## src/rtl/piece_move_sequencer_if.sv

```systemverilog
// Candidate-move handshake between the piece move sequencer and the
// collision checker. The sequencer (master) offers one candidate at a
// time. It holds chk_req and the candidate fields until the checker
// (slave) answers with chk_ack, qualified by chk_ok.
interface piece_move_sequencer_if;
  logic       chk_req;
  logic [3:0] chk_x;
  logic [4:0] chk_y;
  logic [1:0] chk_rot;
  logic       chk_ack;
  logic       chk_ok;

  modport master (
    output chk_req, chk_x, chk_y, chk_rot,
    input  chk_ack, chk_ok
  );

  modport slave (
    input  chk_req, chk_x, chk_y, chk_rot,
    output chk_ack, chk_ok
  );
endinterface

```

## src/rtl/piece_move_sequencer.sv

```systemverilog
// piece_move_sequencer: owns the falling piece position and rotation.
// Keyboard requests and gravity steps are merged into one candidate at a
// time. Each candidate is offered to the collision checker and committed
// only on approval. A blocked downward step locks the piece, and the next
// piece respawns at SPAWN_X.
// Optional feature: define SOFT_DROP_EN to make keycode 0x16 a soft-drop
// key. Without it, only gravity moves the piece down.
module piece_move_sequencer #(
  parameter int GRAV_TICKS = 30,
  parameter int BOARD_W    = 10,
  parameter int BOARD_H    = 20,
  parameter int SPAWN_X    = 4
) (
  input  logic                          Clk,
  input  logic                          Reset,
  input  logic [7:0]                    keycode,
  input  logic                          frame_tick,
  piece_move_sequencer_if.master        chk,
  output logic [3:0]                    piece_x,
  output logic [4:0]                    piece_y,
  output logic [1:0]                    rotation,
  output logic                          moved,
  output logic                          lock
);

  localparam int                CNT_W    = (GRAV_TICKS > 1) ? $clog2(GRAV_TICKS) : 1;
  localparam logic [CNT_W-1:0]  CNT_LAST = CNT_W'(GRAV_TICKS - 1);
  localparam logic [3:0]        X_MAX    = 4'(BOARD_W - 1);
  localparam logic [4:0]        Y_MAX    = 5'(BOARD_H - 1);
  localparam logic [3:0]        X_SPAWN  = 4'(SPAWN_X);

  localparam logic [7:0] KEY_NONE  = 8'h00;
  localparam logic [7:0] KEY_LEFT  = 8'h04;
  localparam logic [7:0] KEY_RIGHT = 8'h07;
  localparam logic [7:0] KEY_ROT   = 8'h1A;
`ifdef SOFT_DROP_EN
  localparam logic [7:0] KEY_DOWN  = 8'h16;
`endif

  // Compact encoding of a latched key request
  localparam logic [1:0] K_LEFT  = 2'd0;
  localparam logic [1:0] K_RIGHT = 2'd1;
  localparam logic [1:0] K_DOWN  = 2'd2;
  localparam logic [1:0] K_ROT   = 2'd3;

  localparam logic [1:0] S_IDLE = 2'b00;
  localparam logic [1:0] S_REQ  = 2'b01;
  localparam logic [1:0] S_LOCK = 2'b10;

  logic [7:0]       keycode_r;
  logic             armed_r;
  logic             key_pend_r;
  logic [1:0]       key_code_r;
  logic [CNT_W-1:0] grav_cnt_r;
  logic             grav_pend_r;
  logic [1:0]       state_r;
  logic             chk_req_r;
  logic [3:0]       cand_x_r;
  logic [4:0]       cand_y_r;
  logic [1:0]       cand_rot_r;
  logic             cand_is_key_r;
  logic             cand_is_down_r;
  logic [3:0]       piece_x_r;
  logic [4:0]       piece_y_r;
  logic [1:0]       rot_r;
  logic             moved_r;
  logic             lock_r;

  logic             key_recog_s;
  logic [1:0]       key_enc_s;
  logic             tick_wrap_s;
  logic [1:0]       next_state_s;
  logic             load_cand_s;
  logic [3:0]       nxt_x_s;
  logic [4:0]       nxt_y_s;
  logic [1:0]       nxt_rot_s;
  logic             nxt_is_key_s;
  logic             nxt_is_down_s;
  logic             key_illegal_s;
  logic             commit_s;
  logic             clr_key_s;
  logic             clr_grav_s;
  logic             do_lock_s;
  logic             restart_cnt_s;

  // Classify the registered keycode into a recognised move request
  always_comb begin
    key_recog_s = 1'b0;
    key_enc_s   = K_LEFT;
    case (keycode_r)
      KEY_LEFT:  begin key_recog_s = 1'b1; key_enc_s = K_LEFT;  end
      KEY_RIGHT: begin key_recog_s = 1'b1; key_enc_s = K_RIGHT; end
      KEY_ROT:   begin key_recog_s = 1'b1; key_enc_s = K_ROT;   end
`ifdef SOFT_DROP_EN
      KEY_DOWN:  begin key_recog_s = 1'b1; key_enc_s = K_DOWN;  end
`endif
      default:   begin key_recog_s = 1'b0; key_enc_s = K_LEFT;  end
    endcase
  end

  assign tick_wrap_s = frame_tick && (grav_cnt_r == CNT_LAST);

  // Sequencer decisions: candidate formation, checker response, lock
  always_comb begin
    next_state_s  = state_r;
    load_cand_s   = 1'b0;
    nxt_x_s       = piece_x_r;
    nxt_y_s       = piece_y_r;
    nxt_rot_s     = rot_r;
    nxt_is_key_s  = 1'b0;
    nxt_is_down_s = 1'b0;
    key_illegal_s = 1'b0;
    commit_s      = 1'b0;
    clr_key_s     = 1'b0;
    clr_grav_s    = 1'b0;
    do_lock_s     = 1'b0;
    restart_cnt_s = 1'b0;
    case (state_r)
      S_IDLE: begin
        if (key_pend_r) begin
          case (key_code_r)
            K_LEFT:  begin key_illegal_s = (piece_x_r == 4'd0);  nxt_x_s = piece_x_r - 4'd1; end
            K_RIGHT: begin key_illegal_s = (piece_x_r == X_MAX); nxt_x_s = piece_x_r + 4'd1; end
            K_DOWN:  begin key_illegal_s = (piece_y_r == Y_MAX); nxt_y_s = piece_y_r + 5'd1; end
            K_ROT:   begin key_illegal_s = 1'b0;                 nxt_rot_s = rot_r + 2'd1;   end
            default: begin key_illegal_s = 1'b1; end
          endcase
          if (key_illegal_s) begin
            // Move that obviously leaves the board: drop it without asking
            clr_key_s    = 1'b1;
            next_state_s = S_IDLE;
          end else begin
            load_cand_s   = 1'b1;
            nxt_is_key_s  = 1'b1;
            nxt_is_down_s = (key_code_r == K_DOWN);
            next_state_s  = S_REQ;
          end
        end else if (grav_pend_r) begin
          if (piece_y_r == Y_MAX) begin
            // Already on the floor row: the step is blocked by definition
            next_state_s = S_LOCK;
          end else begin
            load_cand_s   = 1'b1;
            nxt_y_s       = piece_y_r + 5'd1;
            nxt_is_down_s = 1'b1;
            next_state_s  = S_REQ;
          end
        end else begin
          next_state_s = S_IDLE;
        end
      end
      S_REQ: begin
        if (chk.chk_ack) begin
          if (chk.chk_ok) begin
            commit_s = 1'b1;
            if (cand_is_key_r) begin
              clr_key_s = 1'b1;
`ifdef SOFT_DROP_EN
              restart_cnt_s = cand_is_down_r;
`endif
            end else begin
              clr_grav_s = 1'b1;
            end
            next_state_s = S_IDLE;
          end else if (cand_is_down_r) begin
            // Blocked downward step: the piece has landed
            if (cand_is_key_r) begin
              clr_key_s = 1'b1;
            end else begin
              clr_grav_s = 1'b1;
            end
            next_state_s = S_LOCK;
          end else begin
            clr_key_s    = 1'b1;
            next_state_s = S_IDLE;
          end
        end else begin
          next_state_s = S_REQ;
        end
      end
      S_LOCK: begin
        do_lock_s    = 1'b1;
        next_state_s = S_IDLE;
      end
      default: begin
        next_state_s = S_IDLE;
      end
    endcase
  end

  // Key capture: one request per press, re-armed only by key release
  always_ff @(posedge Clk) begin
    if (Reset) begin
      keycode_r  <= 8'h00;
      armed_r    <= 1'b1;
      key_pend_r <= 1'b0;
      key_code_r <= K_LEFT;
    end else begin
      keycode_r <= keycode;
      if (keycode_r == KEY_NONE) begin
        armed_r <= 1'b1;
      end else if (armed_r && key_recog_s) begin
        armed_r <= 1'b0;
      end else begin
        armed_r <= armed_r;
      end
      if (do_lock_s || clr_key_s) begin
        key_pend_r <= 1'b0;
      end else if (armed_r && key_recog_s && !key_pend_r) begin
        key_pend_r <= 1'b1;
        key_code_r <= key_enc_s;
      end else begin
        key_pend_r <= key_pend_r;
      end
    end
  end

  // Gravity timer: one pending step per GRAV_TICKS frames, never queued deeper
  always_ff @(posedge Clk) begin
    if (Reset) begin
      grav_cnt_r  <= '0;
      grav_pend_r <= 1'b0;
    end else if (do_lock_s) begin
      grav_cnt_r  <= '0;
      grav_pend_r <= 1'b0;
    end else begin
      if (restart_cnt_s) begin
        grav_cnt_r <= '0;
      end else if (tick_wrap_s) begin
        grav_cnt_r <= '0;
      end else if (frame_tick) begin
        grav_cnt_r <= grav_cnt_r + CNT_W'(1);
      end else begin
        grav_cnt_r <= grav_cnt_r;
      end
      // A fresh gravity step outranks clearing the one just serviced
      if (tick_wrap_s && !restart_cnt_s) begin
        grav_pend_r <= 1'b1;
      end else if (clr_grav_s) begin
        grav_pend_r <= 1'b0;
      end else begin
        grav_pend_r <= grav_pend_r;
      end
    end
  end

  // State, request strobe and the candidate held stable for the checker
  always_ff @(posedge Clk) begin
    if (Reset) begin
      state_r        <= S_IDLE;
      chk_req_r      <= 1'b0;
      cand_x_r       <= 4'd0;
      cand_y_r       <= 5'd0;
      cand_rot_r     <= 2'd0;
      cand_is_key_r  <= 1'b0;
      cand_is_down_r <= 1'b0;
    end else begin
      state_r   <= next_state_s;
      chk_req_r <= (next_state_s == S_REQ);
      if (load_cand_s) begin
        cand_x_r       <= nxt_x_s;
        cand_y_r       <= nxt_y_s;
        cand_rot_r     <= nxt_rot_s;
        cand_is_key_r  <= nxt_is_key_s;
        cand_is_down_r <= nxt_is_down_s;
      end else begin
        cand_x_r <= cand_x_r;
      end
    end
  end

  // Authoritative piece registers plus the moved/lock pulses
  always_ff @(posedge Clk) begin
    if (Reset) begin
      piece_x_r <= X_SPAWN;
      piece_y_r <= 5'd0;
      rot_r     <= 2'd0;
      moved_r   <= 1'b0;
      lock_r    <= 1'b0;
    end else begin
      moved_r <= commit_s;
      lock_r  <= (next_state_s == S_LOCK);
      if (do_lock_s) begin
        piece_x_r <= X_SPAWN;
        piece_y_r <= 5'd0;
        rot_r     <= 2'd0;
      end else if (commit_s) begin
        piece_x_r <= cand_x_r;
        piece_y_r <= cand_y_r;
        rot_r     <= cand_rot_r;
      end else begin
        piece_x_r <= piece_x_r;
      end
    end
  end

  assign chk.chk_req = chk_req_r;
  assign chk.chk_x   = cand_x_r;
  assign chk.chk_y   = cand_y_r;
  assign chk.chk_rot = cand_rot_r;
  assign piece_x     = piece_x_r;
  assign piece_y     = piece_y_r;
  assign rotation    = rot_r;
  assign moved       = moved_r;
  assign lock        = lock_r;

endmodule
```

## src/flat_wrapper.sv

```systemverilog
// flat-port wrapper written by rule: the top's interface ports become plain ports
module piece_move_sequencer_flat 
#(
  parameter int GRAV_TICKS = 30,
  parameter int BOARD_W    = 10,
  parameter int BOARD_H    = 20,
  parameter int SPAWN_X    = 4
)
  (Clk, Reset, keycode, frame_tick, piece_x, piece_y, rotation, moved, lock, chk_chk_req, chk_chk_x, chk_chk_y, chk_chk_rot, chk_chk_ack, chk_chk_ok);
  piece_move_sequencer_if chk_i ();
  input  logic Clk;
  input  logic Reset;
  input  logic [7:0] keycode;
  input  logic frame_tick;
  output logic [3:0] piece_x;
  output logic [4:0] piece_y;
  output logic [1:0] rotation;
  output logic moved;
  output logic lock;
  output wire logic [$bits(chk_i.chk_req)-1:0] chk_chk_req;
  output wire logic [$bits(chk_i.chk_x)-1:0] chk_chk_x;
  output wire logic [$bits(chk_i.chk_y)-1:0] chk_chk_y;
  output wire logic [$bits(chk_i.chk_rot)-1:0] chk_chk_rot;
  input wire logic [$bits(chk_i.chk_ack)-1:0] chk_chk_ack;
  input wire logic [$bits(chk_i.chk_ok)-1:0] chk_chk_ok;
  assign chk_chk_req = chk_i.chk_req;
  assign chk_chk_x = chk_i.chk_x;
  assign chk_chk_y = chk_i.chk_y;
  assign chk_chk_rot = chk_i.chk_rot;
  assign chk_i.chk_ack = chk_chk_ack;
  assign chk_i.chk_ok = chk_chk_ok;
  piece_move_sequencer #(.GRAV_TICKS(GRAV_TICKS), .BOARD_W(BOARD_W), .BOARD_H(BOARD_H), .SPAWN_X(SPAWN_X)) u_core (.Clk(Clk), .Reset(Reset), .keycode(keycode), .frame_tick(frame_tick), .chk(chk_i), .piece_x(piece_x), .piece_y(piece_y), .rotation(rotation), .moved(moved), .lock(lock));
endmodule
```

## config.mk

```make
export PLATFORM = sky130hd
export DESIGN_NAME = piece_move_sequencer_flat
export DESIGN_NICKNAME = d
export VERILOG_FILES = /design/src/rtl/piece_move_sequencer_if.sv /design/src/rtl/piece_move_sequencer.sv /design/src/flat_wrapper.sv
export SDC_FILE = /design/constraint.sdc
export NUM_CORES = 1
export LEC_CHECK = 0
export CAP_MARGIN = 40
export CORE_UTILIZATION = 33
export CTS_BUF_LIST = sky130_fd_sc_hd__clkbuf_8 sky130_fd_sc_hd__clkbuf_16
export CTS_CLUSTER_SIZE = 14
export DETAILED_ROUTE_END_ITERATION = 8
export GPL_TIMING_DRIVEN = 0
export PLACE_DENSITY = 0.64
export SLEW_MARGIN = 20
export SYNTH_ARGS = -nofsm -noshare
export SYNTH_HDL_FRONTEND = slang
export SYNTH_SLANG_ARGS = --single-unit
```

## constraint.sdc

```tcl
create_clock -name Clk -period 2 [get_ports Clk]
set_clock_uncertainty 0.05 [all_clocks]
set_input_delay 0.5 -clock Clk [delete_from_list [all_inputs] [get_ports Clk]]
set_output_delay 0.5 -clock Clk [all_outputs]
set_load 0.005 [all_outputs]
```

==> results.md, run 1 <==
* Setup_tns at 0 ns
* Hold Path Class: reg2reg
* Max frequency at 509 MHz
* Synthesized Nets at 266
* Count leader, synth: dfxtp_1
* Post-synth top area share at 42.7%
* P&R area growth vs syn at 32.0%
* Final Setup Violations at 0
* Fillcell total at 614
* Vias per cell at 5.05
* CTS clk-pin slew, worst paths at 0.08 ns
* Worst path bufs/invs at 1
* Syn Area/Cell at 8.93 um2
* Tot Pwr at 0.00181 W
* Fin crit share at 98.2%
* Critical path class: reg2out
* Dpl cell area at 2670 um2
* Async SR Flop Fraction at 0%
* Share of cells above drive strength 1 at 15.2%
* Most frequent cells after synthesis: dfxtp_1, nand2_1, nor2_1, a21oi_1, nand3_1
* Maximum VDD drop at 294 uV
* Final wirelength at 4.97 mm
* Yosys reg bits at 47
* Cell count along the critical path at 1
* Die Span X at 83.8 um
* Core area at 6390 um2
* Worst-margin pin slew at 0.745 ns
* CP Cell Sequence: clkdlybuf4s50_1
* CP max FO at 5
* DR iter-0 viols at 156
* DP Cell Count at 361
* Initial Util at 34.5%
* Global route overflow at 0
* Syn. warnings at 0
* FF-to-FF path depth at 7
* Hold_buf cts at 0
* Later-pin clock latency in the skew report at 0.30 ns
* Largest cells by area after synthesis: dfxtp_1, nand2_1, nor2_1, a21oi_1, ha_1
* Flop-to-flop setup slack at 0.08 ns
* GP Congestion at 0.809
* Total Die Area at 7020 um2
* Crit path max-delay cell type: clkdlybuf4s50_1
* Fin Hold WS at 0.417 ns
* Seq/Total Area, Yosys at 42.7%
* Hold EP: u_core.piece_y[0]
* Site Rows at 29
* Max Cap Viol at 0
* Tmin final at 1.96 ns
* Wire length per cell at 13.3 um
* Critical R2R Capture: u_core.chk.chk_y[1]
* Worst rel slew slack at 50.3%
* Layout Nets at 316
* Pleak at 0.992 nW
* Clk buf depth at 2
* Final hold violation count at 0
* CTS buffer count at 5
* Hold Startpoint: u_core.chk.chk_y[0]
* CTS tree: done
* Most used DFF post-synth: dfxtp_1
* Outcome: completed
* Gate Count Post-Synth at 247
* I/O Buffers at 37
* Mapped Area at 2210 um2
* Non-Filler Instances at 374
* Residual DRC count at 0
* Hold depth at 2
* TritonCTS Sinks at 47
* I/O Pins at 38
* Largest net degree at the start of global routing at 14
* Post-synth top area cell: dfxtp_1
* Crit end category: output port
* Final Instance Area at 2910 um2
* Max Slew Vio Count at 0
* Antenna Nets Post-Route at 0
* Initial antenna violation count at 0
* R2R Path Start: u_core.piece_y[0]
* Die Ht at 83.8 um
* CP arrival at 1.41 ns
* Yosys cell types at 53
* Delay-heaviest family, CP: buffers and inverters
* Crit start category: flop
* Detail Placement HPWL at 3.48 mm
* First-pass GRT wire length at 8.85 mm
* H-tree Lvls at 2
* Number of synthesized flops with an enable pin at 0
* Ant diodes at 0
* Via count at 1887
* Pwr dens at 620 nW/um2
* Critical path required time at 1.45 ns
* CP peak stage delay at 0.58 ns
* Drt pass-1 iters at 4
* Gr usage total at 15.8%
* Number of global-route vias before repair at 1812
* Clock Tree Root: clkbuf_8
-- where the power goes --
group | switching, W | internal (W)
combinational | 0.0000718 | 0.0000859
clock | 0.000309 | 0.000362
sequential | 0.0000220 | 0.000957
-- area by class of cell --
type / count / area (um2) / area share, %
Buffer: 8 / 48.8 / 1.68
Clock buffer: 5 / 68.8 / 2.36
Clock inverter: 2 / 33.8 / 1.16
Inverter: 3 / 11.3 / 0.387
Multi-Input combinational cell: 187 / 1240 / 42.6
Sequential cell: 47 / 955 / 32.8
Tap cell: 77 / 96.3 / 3.31
Timing Repair Buffer: 45 / 459 / 15.8
-- through the flow --
step           utilization, %  worst slack, ns
2_1_floorplan               -           0.0416
4_1_cts                  43.9         -0.00556
3_3_place_gp             41.9           -0.244
5_1_grt                  45.6         -0.00614
6_report                 45.6           0.0358
3_5_place_dp             41.9           -0.233
-- worst max-delay path by stage --
stage,slack [ns],start,end
final,0.04,u_core.piece_x[2],piece_x[2]
after global routing,-0.006,u_core.piece_x[2],piece_x[2]
after CTS,-0.006,u_core.piece_y[0],u_core.chk.chk_rot[1]
after detailed placement,-0.23,chk_chk_ack,u_core.piece_y[4]
after global placement,-0.24,chk_chk_ack,u_core.piece_y[4]
after floorplan,0.04,u_core.key_code_r[1],u_core.chk.chk_x[3]
-- flip-flops by register name, indices dropped and copies added, names as in the netlist, 2 cells and up --
register / count
u_core.piece_x: 4
u_core.key_code_r: 2
u_core.keycode_r: 8
u_core.piece_y: 5
u_core.rotation: 2
u_core.state_r: 2
u_core.chk.chk_rot: 2
u_core.chk.chk_x: 4
u_core.grav_cnt_r: 5
u_core.chk.chk_y: 5
-- per-layer routing --
| metal | track usage, % | wire [um] |
|---|---|---|
| met1 | 21.1 | 2420 |
| met2 | 25.1 | 2260 |
| met3 | 3.46 | 220 |
| met4 | 5.39 | 61 |
| met5 | 0 | 0 |
-- cells in the final DEF, fill, tap and decap left out, drive strengths merged, types with 2 or more instances in the layout --
cell type / instances
a211oi: 5
a21oi: 15
a311oi: 4
a31oi: 2
a32oi: 2
and2: 5
and3: 2
buf: 12
clkbuf: 9
clkdlybuf4s50: 37
dfxtp: 47
ha: 5
inv: 4
mux2i: 4
nand2: 37
nand2b: 2
nand3: 11
nand3b: 3
nand4: 3
nor2: 29
nor2b: 10
nor3: 5
nor4b: 2
o21ai: 7
o31ai: 2
or4b: 2
xnor2: 5
xor2: 6
-- cell families after synthesis --
group | Yosys count | share of synthesized area [%]
XOR/XNOR | 11 | 4.37
AND/OR/NAND/NOR | 121 | 28.0
multiplexers | 4 | 1.82
adder cells (fa/ha/maj) | 6 | 3.74
AO/OA/AOI/OAI | 45 | 16.5
flip-flops | 47 | 42.7
buffers and inverters | 13 | 2.95
-- timing repair --
item / 4_1_cts / 5_1_grt
gates resized for setup: 6 / 16
cloned: 1 / 0
pin swaps: 0 / 4
setup buffers: 1 / 6
endpoints found under the setup margin: 8 / 26
Power figures use the tool's default switching activity.
==> run 2, diff against run 1 <==
--- a/config.mk
+++ b/config.mk
@@ -13,5 +13,5 @@
 export GPL_TIMING_DRIVEN = 0
 export PLACE_DENSITY = 0.64
-export SLEW_MARGIN = 20
+export SLEW_MARGIN = 0
 export SYNTH_ARGS = -nofsm -noshare
 export SYNTH_HDL_FRONTEND = slang
==> constraint.sdc (replaced) <==
create_clock -name Clk -period 2 [get_ports Clk]
set_clock_uncertainty 0.05 [all_clocks]
set_input_delay 0.3 -clock Clk [delete_from_list [all_inputs] [get_ports Clk]]
set_output_delay 0.3 -clock Clk [all_outputs]
set_load 0.05 [all_outputs]
==> run 2 against run 1 <==
- highest routed layer unchanged
- combinational power rose by 15%
- sequential share of layout area rose by 0.44 points
- worst hold slack got worse by 0.0044 ns
- maximum frequency rose by 2.1%
- cell count rose by 1.1%
- via count rose by 0.26%
- final area fell by 0.94%
- global-route usage fell by 0.50 points
- critical path depth did not move
- sequential power barely moved
- critical path type unchanged
==> results.md, run 2 (synthesis gave the netlist of run 1 again) <==
* Outcome: completed (unchanged)
* Flop-to-flop setup slack at 0.11 ns (was 0.08 ns)
* CP max FO at 5 (unchanged)
* CTS clk-pin slew, worst paths at 0.09 ns (was 0.08 ns)
* Global route overflow at 0 (unchanged)
* Largest register FFs at 8 (unchanged)
* Site Rows at 29 (unchanged)
* GP Congestion at 0.841 (was 0.809)
* Detail Placement HPWL at 3.50 mm (was 3.48 mm)
* Antenna Nets Post-Route at 0 (unchanged)
* FF-to-FF path depth at 8 (was 7)
* Pwr dens at 594 nW/um2 (was 620 nW/um2)
* DR iter-0 viols at 132 (was 156)
* Storage element area at 958 um2 (was 955 um2)
* Number of global-route vias before repair at 1775 (was 1812)
* Later-pin clock latency in the skew report at 0.30 ns (about the same)
* Crit end category: output port (unchanged)
* Share of cells above drive strength 1 at 15.9% (was 15.2%)
* Layout Nets at 319 (was 316)
* TritonCTS Sinks at 47 (unchanged)
* Initial antenna violation count at 0 (unchanged)
* Final Setup Violations at 0 (unchanged)
* H-tree Lvls at 2 (unchanged)
* Crit start category: flop (unchanged)
* PnR worst setup slack at 0.0762 ns (was 0.0358 ns)
* Tot Pwr at 0.00171 W (was 0.00181 W)
* Clk buf depth at 2 (unchanged)
* Pleak at 0.984 nW (was 0.992 nW)
* Commonest non-fill, non-tap cell in the layout: dfxtp_1 (unchanged)
* CP peak stage delay at 0.84 ns (was 0.58 ns)
* Final Util at 45.2% (was 45.6%)
* CP Cell Sequence: clkdlybuf4s50_1 (unchanged)
* Residual DRC count at 0 (unchanged)
* Fillcell total at 634 (was 614)
* Fin crit share at 96.2% (was 98.2%)
* I/O Pins at 38 (unchanged)
* Wire length per cell at 13.7 um (was 13.3 um)
* RSZ-0062 raised after global routing: no
* Ant diodes at 0 (unchanged)
* Critical path class: reg2out (unchanged)
* Pre-CTS setup slack at -0.0838 ns (was -0.233 ns)
* Hold Startpoint: u_core.chk.chk_y[0] (unchanged)
* Sw frac at 25.6% (was 22.3%)
* Power share of the clock group at 32.2% (was 37.1%)
* P&R area growth vs syn at 30.8% (was 32.0%)
* Worst path bufs/invs at 1 (unchanged)
* Seq pwr share at 57.1% (was 54.2%)
* I/O Buffers at 37 (unchanged)
* Delay-heaviest family, CP: buffers and inverters (unchanged)
* Hold depth at 2 (unchanged)
* CP arrival at 1.57 ns (was 1.41 ns)
* Hold EP: u_core.piece_y[0] (unchanged)
* Maximum VDD drop at 272 uV (was 294 uV)
* Vias per cell at 5.01 (was 5.05)
* Max Slew Vio Count at 0 (unchanged)
* Total Die Area at 7020 um2 (unchanged)
* Die Span X at 83.8 um (unchanged)
* Internal at 0.00128 W (was 0.00140 W)
* Worst rel slew slack at 51.1% (was 50.3%)
* Largest net degree at the start of global routing at 15 (was 14)
* Max frequency at 520 MHz (was 509 MHz)
* Drt pass-1 iters at 4 (unchanged)
* Sw Pwr at 0.000439 W (was 0.000403 W)
* R2R Path Start: u_core.piece_y[0] (unchanged)
* Final hold violation count at 0 (unchanged)
* Hold Path Class: reg2reg (unchanged)
* Core area at 6390 um2 (unchanged)
* Initial Util at 34.5% (unchanged)
* First-pass GRT wire length at 8.53 mm (was 8.85 mm)
* Critical R2R Capture: u_core.chk.chk_y[1] (unchanged)
* Final wirelength at 5.19 mm (was 4.97 mm)
* Multi-input logic area at 1240 um2 (about the same)
* Clock Tree Root: clkbuf_8 (unchanged)
* Comb power frac at 10.6% (was 8.7%)
* Most frequent cells in the layout: dfxtp_1, nand2_1, clkdlybuf4s50_1 (unchanged)
* CTS buffer count at 5 (unchanged)
* Max Cap Viol at 0 (unchanged)
* Dpl cell area at 2680 um2 (was 2670 um2)
* Setup_tns at 0 ns (unchanged)
* CTS tree: done (unchanged)
* Hold_buf cts at 0 (unchanged)
* Gr usage total at 15.3% (was 15.8%)
* Crit path max-delay cell type: clkdlybuf4s50_1 (unchanged)
* Worst-margin pin slew at 0.734 ns (was 0.745 ns)
* Tmin final at 1.92 ns (was 1.96 ns)
* Die Ht at 83.8 um (unchanged)
* Final Instance Area at 2890 um2 (was 2910 um2)
* Most flop-heavy register: u_core.keycode_r (unchanged)
* Critical path required time at 1.65 ns (was 1.45 ns)
* Via count at 1892 (was 1887)
## run 2: cell types whose count changed in the layout (fill, tap and decap cells not counted), moves of 2 or more
cell	change
clkdlybuf4s50_1	-2
buf_12	-2
dlygate4sd2_1	+2
clkbuf_2	-2
dfxtp_2	+3
clkbuf_1	+3
buf_4	+5
dfxtp_1	-3
## run 2: worst register-to-register path, stage by stage (launching register included)
cell,delay [ns]
dfxtp_4,0.37
ha_4,0.16
and4bb_2,0.24
buf_4,0.16
nand3b_1,0.22
o31ai_4,0.12
buf_4,0.21
nor2_1,0.06
a311oi_2,0.22
## run 2: metrics by stage
step	hold WS (ns)	std cells
finish	0.412	378
global placement	0.402	361
detailed placement	0.406	361
global route	0.446	378
CTS	0.418	370
floorplan	0.345	247
## run 2: power by group through the flow
stage               clock, W  combinational (W)  sequential, W
floorplan                  0          0.0000827        0.00103
global placement           0           0.000178        0.00100
detailed placement         0           0.000181        0.00101
CTS                 0.000574           0.000184       0.000983
global route        0.000609           0.000198       0.000983
finish              0.000553           0.000182       0.000979
## run 2: worst max-delay path by stage
stage | endpoint | cells past startpoint | from
2_1_floorplan | u_core.chk.chk_rot[1] | 6 | u_core.piece_x[0]
3_5_place_dp | u_core.chk.chk_x[3] | 8 | u_core.key_code_r[1]
4_1_cts | u_core.chk.chk_y[1] | 7 | u_core.piece_y[0]
6_report | piece_x[3] | 1 | u_core.piece_x[3]
5_1_grt | u_core.chk.chk_x[3] | 7 | u_core.key_code_r[0]
3_3_place_gp | u_core.chk.chk_x[3] | 8 | u_core.key_code_r[1]
## run 2: area by class of cell
class                           count  area share, %
Tap cell                           77           3.34
Inverter                            3          0.390
Sequential cell                    47           33.2
Clock buffer                        5           2.39
Clock inverter                      3          0.564
Multi-Input combinational cell    187           43.0
Timing Repair Buffer               47           15.4
Buffer                              9           1.73
## run 2: timing repair
item                       4_1_cts  5_1_grt
buffers inserted                 1        8
pin swaps                        0        2
cloned                           1        0
setup endpoints to repair        5       13
gates resized for setup          5       13
## run 2: metal layers
layer,vias up,part of all wire [%],GRT usage [%]
met2,39,47,26.0
li1,977,-,-
met4,0,1.3,4.16
met5,-,0,0
met3,6,4.6,3.07
met1,870,47,19.5
==> run 3, diff against run 2 <==
PLACE_DENSITY = 0.62   (was 0.64)
clock period = 2.2 ns   (was 2 ns; I/O delays follow)
==> run 3 against run 2 <==
- wire length decreased by 5.6%
- clock power rose by 16%
- sequential share of layout area rose by 0.61 points
- worst hold slack better by 0.011 ns
- total power is 1.0% lower
- non-clock buffer count is 10 lower
- register-to-register slack improved by 0.02 ns
- final area decreased by 3.6%
- critical path type unchanged
- critical endpoint is now piece_x[0]
- largest power group unchanged
==> results.md, run 3 (synthesis gave the netlist of run 1 again) <==
* Clock Tree Root: clkbuf_8 (unchanged)
* P&R area growth vs syn at 26.1% (was 30.8%)
* GP Congestion at 0.813 (was 0.841)
* FF-to-FF path depth at 7 (was 8)
* Detail Placement HPWL at 3.55 mm (was 3.50 mm)
* I/O Buffers at 37 (unchanged)
* Hold Path Class: reg2reg (unchanged)
* Gr usage total at 14.5% (was 15.3%)
* CP peak stage delay at 0.87 ns (was 0.84 ns)
* Drt pass-1 iters at 4 (unchanged)
* First-pass GRT wire length at 8.09 mm (was 8.53 mm)
* Critical path required time at 1.82 ns (was 1.65 ns)
* Share of cells above drive strength 1 at 9.28% (was 15.9%)
* R2R Path Start: u_core.key_code_r[0] (was u_core.piece_y[0])
* Wire length per cell at 13.3 um (was 13.7 um)
* DR iter-0 viols at 148 (was 132)
* Site Rows at 29 (unchanged)
* Critical R2R Capture: u_core.chk.chk_x[3] (was u_core.chk.chk_y[1])
* Setup bufs post-CTS at 0 (was 1)
* Fin Hold WS at 0.424 ns (was 0.412 ns)
* Post-CTS Resized at 0 (was 5)
* RSZ-0062 raised after global routing: no (unchanged)
* Crit end category: output port (unchanged)
* Worst rel slew slack at 50.4% (was 51.1%)
* Ant diodes at 0 (unchanged)
* Total Die Area at 7020 um2 (unchanged)
* Initial antenna violation count at 0 (unchanged)
* Initial Util at 34.5% (unchanged)
* Clk buf depth at 2 (unchanged)
* Worst-margin pin slew at 0.744 ns (was 0.734 ns)
* Residual DRC count at 0 (unchanged)
* Critical path class: reg2out (unchanged)
* Most frequent cells in the layout: dfxtp_1, nand2_1, clkdlybuf4s50_1 (unchanged)
* Maximum VDD drop at 242 uV (was 272 uV)
* Most flop-heavy register: u_core.keycode_r (unchanged)
* Die Span X at 83.8 um (unchanged)
* PnR worst setup slack at 0.112 ns (was 0.0762 ns)
* Pwr dens at 610 nW/um2 (was 594 nW/um2)
* Pleak at 0.937 nW (was 0.984 nW)
* Worst path bufs/invs at 1 (unchanged)
* Via count at 1913 (was 1892)
* Setup crit end: piece_x[0] (was piece_x[3])
* Delay-heaviest family, CP: buffers and inverters (unchanged)
* Antenna Nets Post-Route at 0 (unchanged)
* Hold depth at 2 (unchanged)
* Flop-to-flop setup slack at 0.13 ns (was 0.11 ns)
* Tmin final at 2.09 ns
* Crit start category: flop (unchanged)
* CTS clk-pin slew, worst paths at 0.09 ns (about the same)
* Final Util at 43.6% (was 45.2%)
* Launch point of the worst path: u_core.piece_x[0] (was u_core.piece_x[3])
* Later-pin clock latency in the skew report at 0.30 ns (about the same)
* Die Ht at 83.8 um (unchanged)
* Hold_buf cts at 0 (unchanged)
* Number of global-route vias before repair at 1682 (was 1775)
* TritonCTS Sinks at 47 (unchanged)
* CTS tree: done (unchanged)
* Largest net degree at the start of global routing at 16 (was 15)
* Global route overflow at 0 (unchanged)
* Cell count along the critical path at 1 (unchanged)
* CP arrival at 1.71 ns (was 1.57 ns)
* Final hold violation count at 0 (unchanged)
* Final Setup Violations at 0 (unchanged)
* Outcome: completed (unchanged)
* Setup_tns at 0 ns (unchanged)
* Largest register FFs at 8 (unchanged)
* Max Cap Viol at 0 (unchanged)
* CTS buffer count at 5 (unchanged)
* Max Slew Vio Count at 0 (unchanged)
* Vias per cell at 5.20 (was 5.01)
* Pre-CTS setup slack at 0.0489 ns (was -0.0838 ns)
* Max frequency at 479 MHz
* CP max FO at 8 (was 5)
* I/O Pins at 38 (unchanged)
* Core area at 6390 um2 (unchanged)
* Layout Nets at 309 (was 319)
* CP Cell Sequence: clkdlybuf4s50_1 (unchanged)
* Commonest non-fill, non-tap cell in the layout: dfxtp_1 (unchanged)
* Fin crit share at 94.9%
* H-tree Lvls at 2 (unchanged)
* Crit path max-delay cell type: clkdlybuf4s50_1 (unchanged)
* Final wirelength at 4.90 mm (was 5.19 mm)
[run 3: metal layers]
layer / global-route usage (%) / wire (um) / up-vias
li1: - / - / 955
met1: 18.6 / 2280 / 904
met2: 24.6 / 2360 / 48
met3: 2.97 / 202 / 6
met4: 3.70 / 58 / 0
met5: 0 / 0 / -
[run 3: power by group]
part	internal [W]	switching (W)
Combinational	0.0000708	0.0000917
Sequential	0.000874	0.0000205
Clock	0.000339	0.000301
Total	0.00128	0.000413
[run 3: worst min path at each step]
stage / endpoint / startpoint / slack (ns)
floorplan: u_core.grav_cnt_r[1] / frame_tick / 0.37
global placement: u_core.rotation[1] / u_core.chk.chk_rot[1] / 0.41
detailed placement: u_core.piece_y[0] / u_core.chk.chk_y[0] / 0.41
CTS: u_core.piece_y[0] / u_core.chk.chk_y[0] / 0.42
global route: u_core.piece_y[0] / u_core.chk.chk_y[0] / 0.45
finish: u_core.piece_y[0] / u_core.chk.chk_y[0] / 0.42
[run 3: cell type report]
| cell class | count | area [um2] |
|---|---|---|
| fillers | 635 | 3600 |
| clock inverters | 3 | 43.8 |
| repair buffers | 37 | 370 |
| flip-flops and latches | 47 | 941 |
| clock buffers | 5 | 68.8 |
| well taps | 77 | 96.3 |
| multi-input cells | 187 | 1200 |
| plain buffers | 9 | 50.0 |
| inverters | 3 | 11.3 |
[run 3: through the flow]
stage	std cells	power, W	instance area, um2
global placement	361	0.00108	2670
CTS	369	0.00172	2790
global route	368	0.00176	2780
finish	368	0.00170	2780
detailed placement	361	0.00108	2670
floorplan	247	0.00101	2210
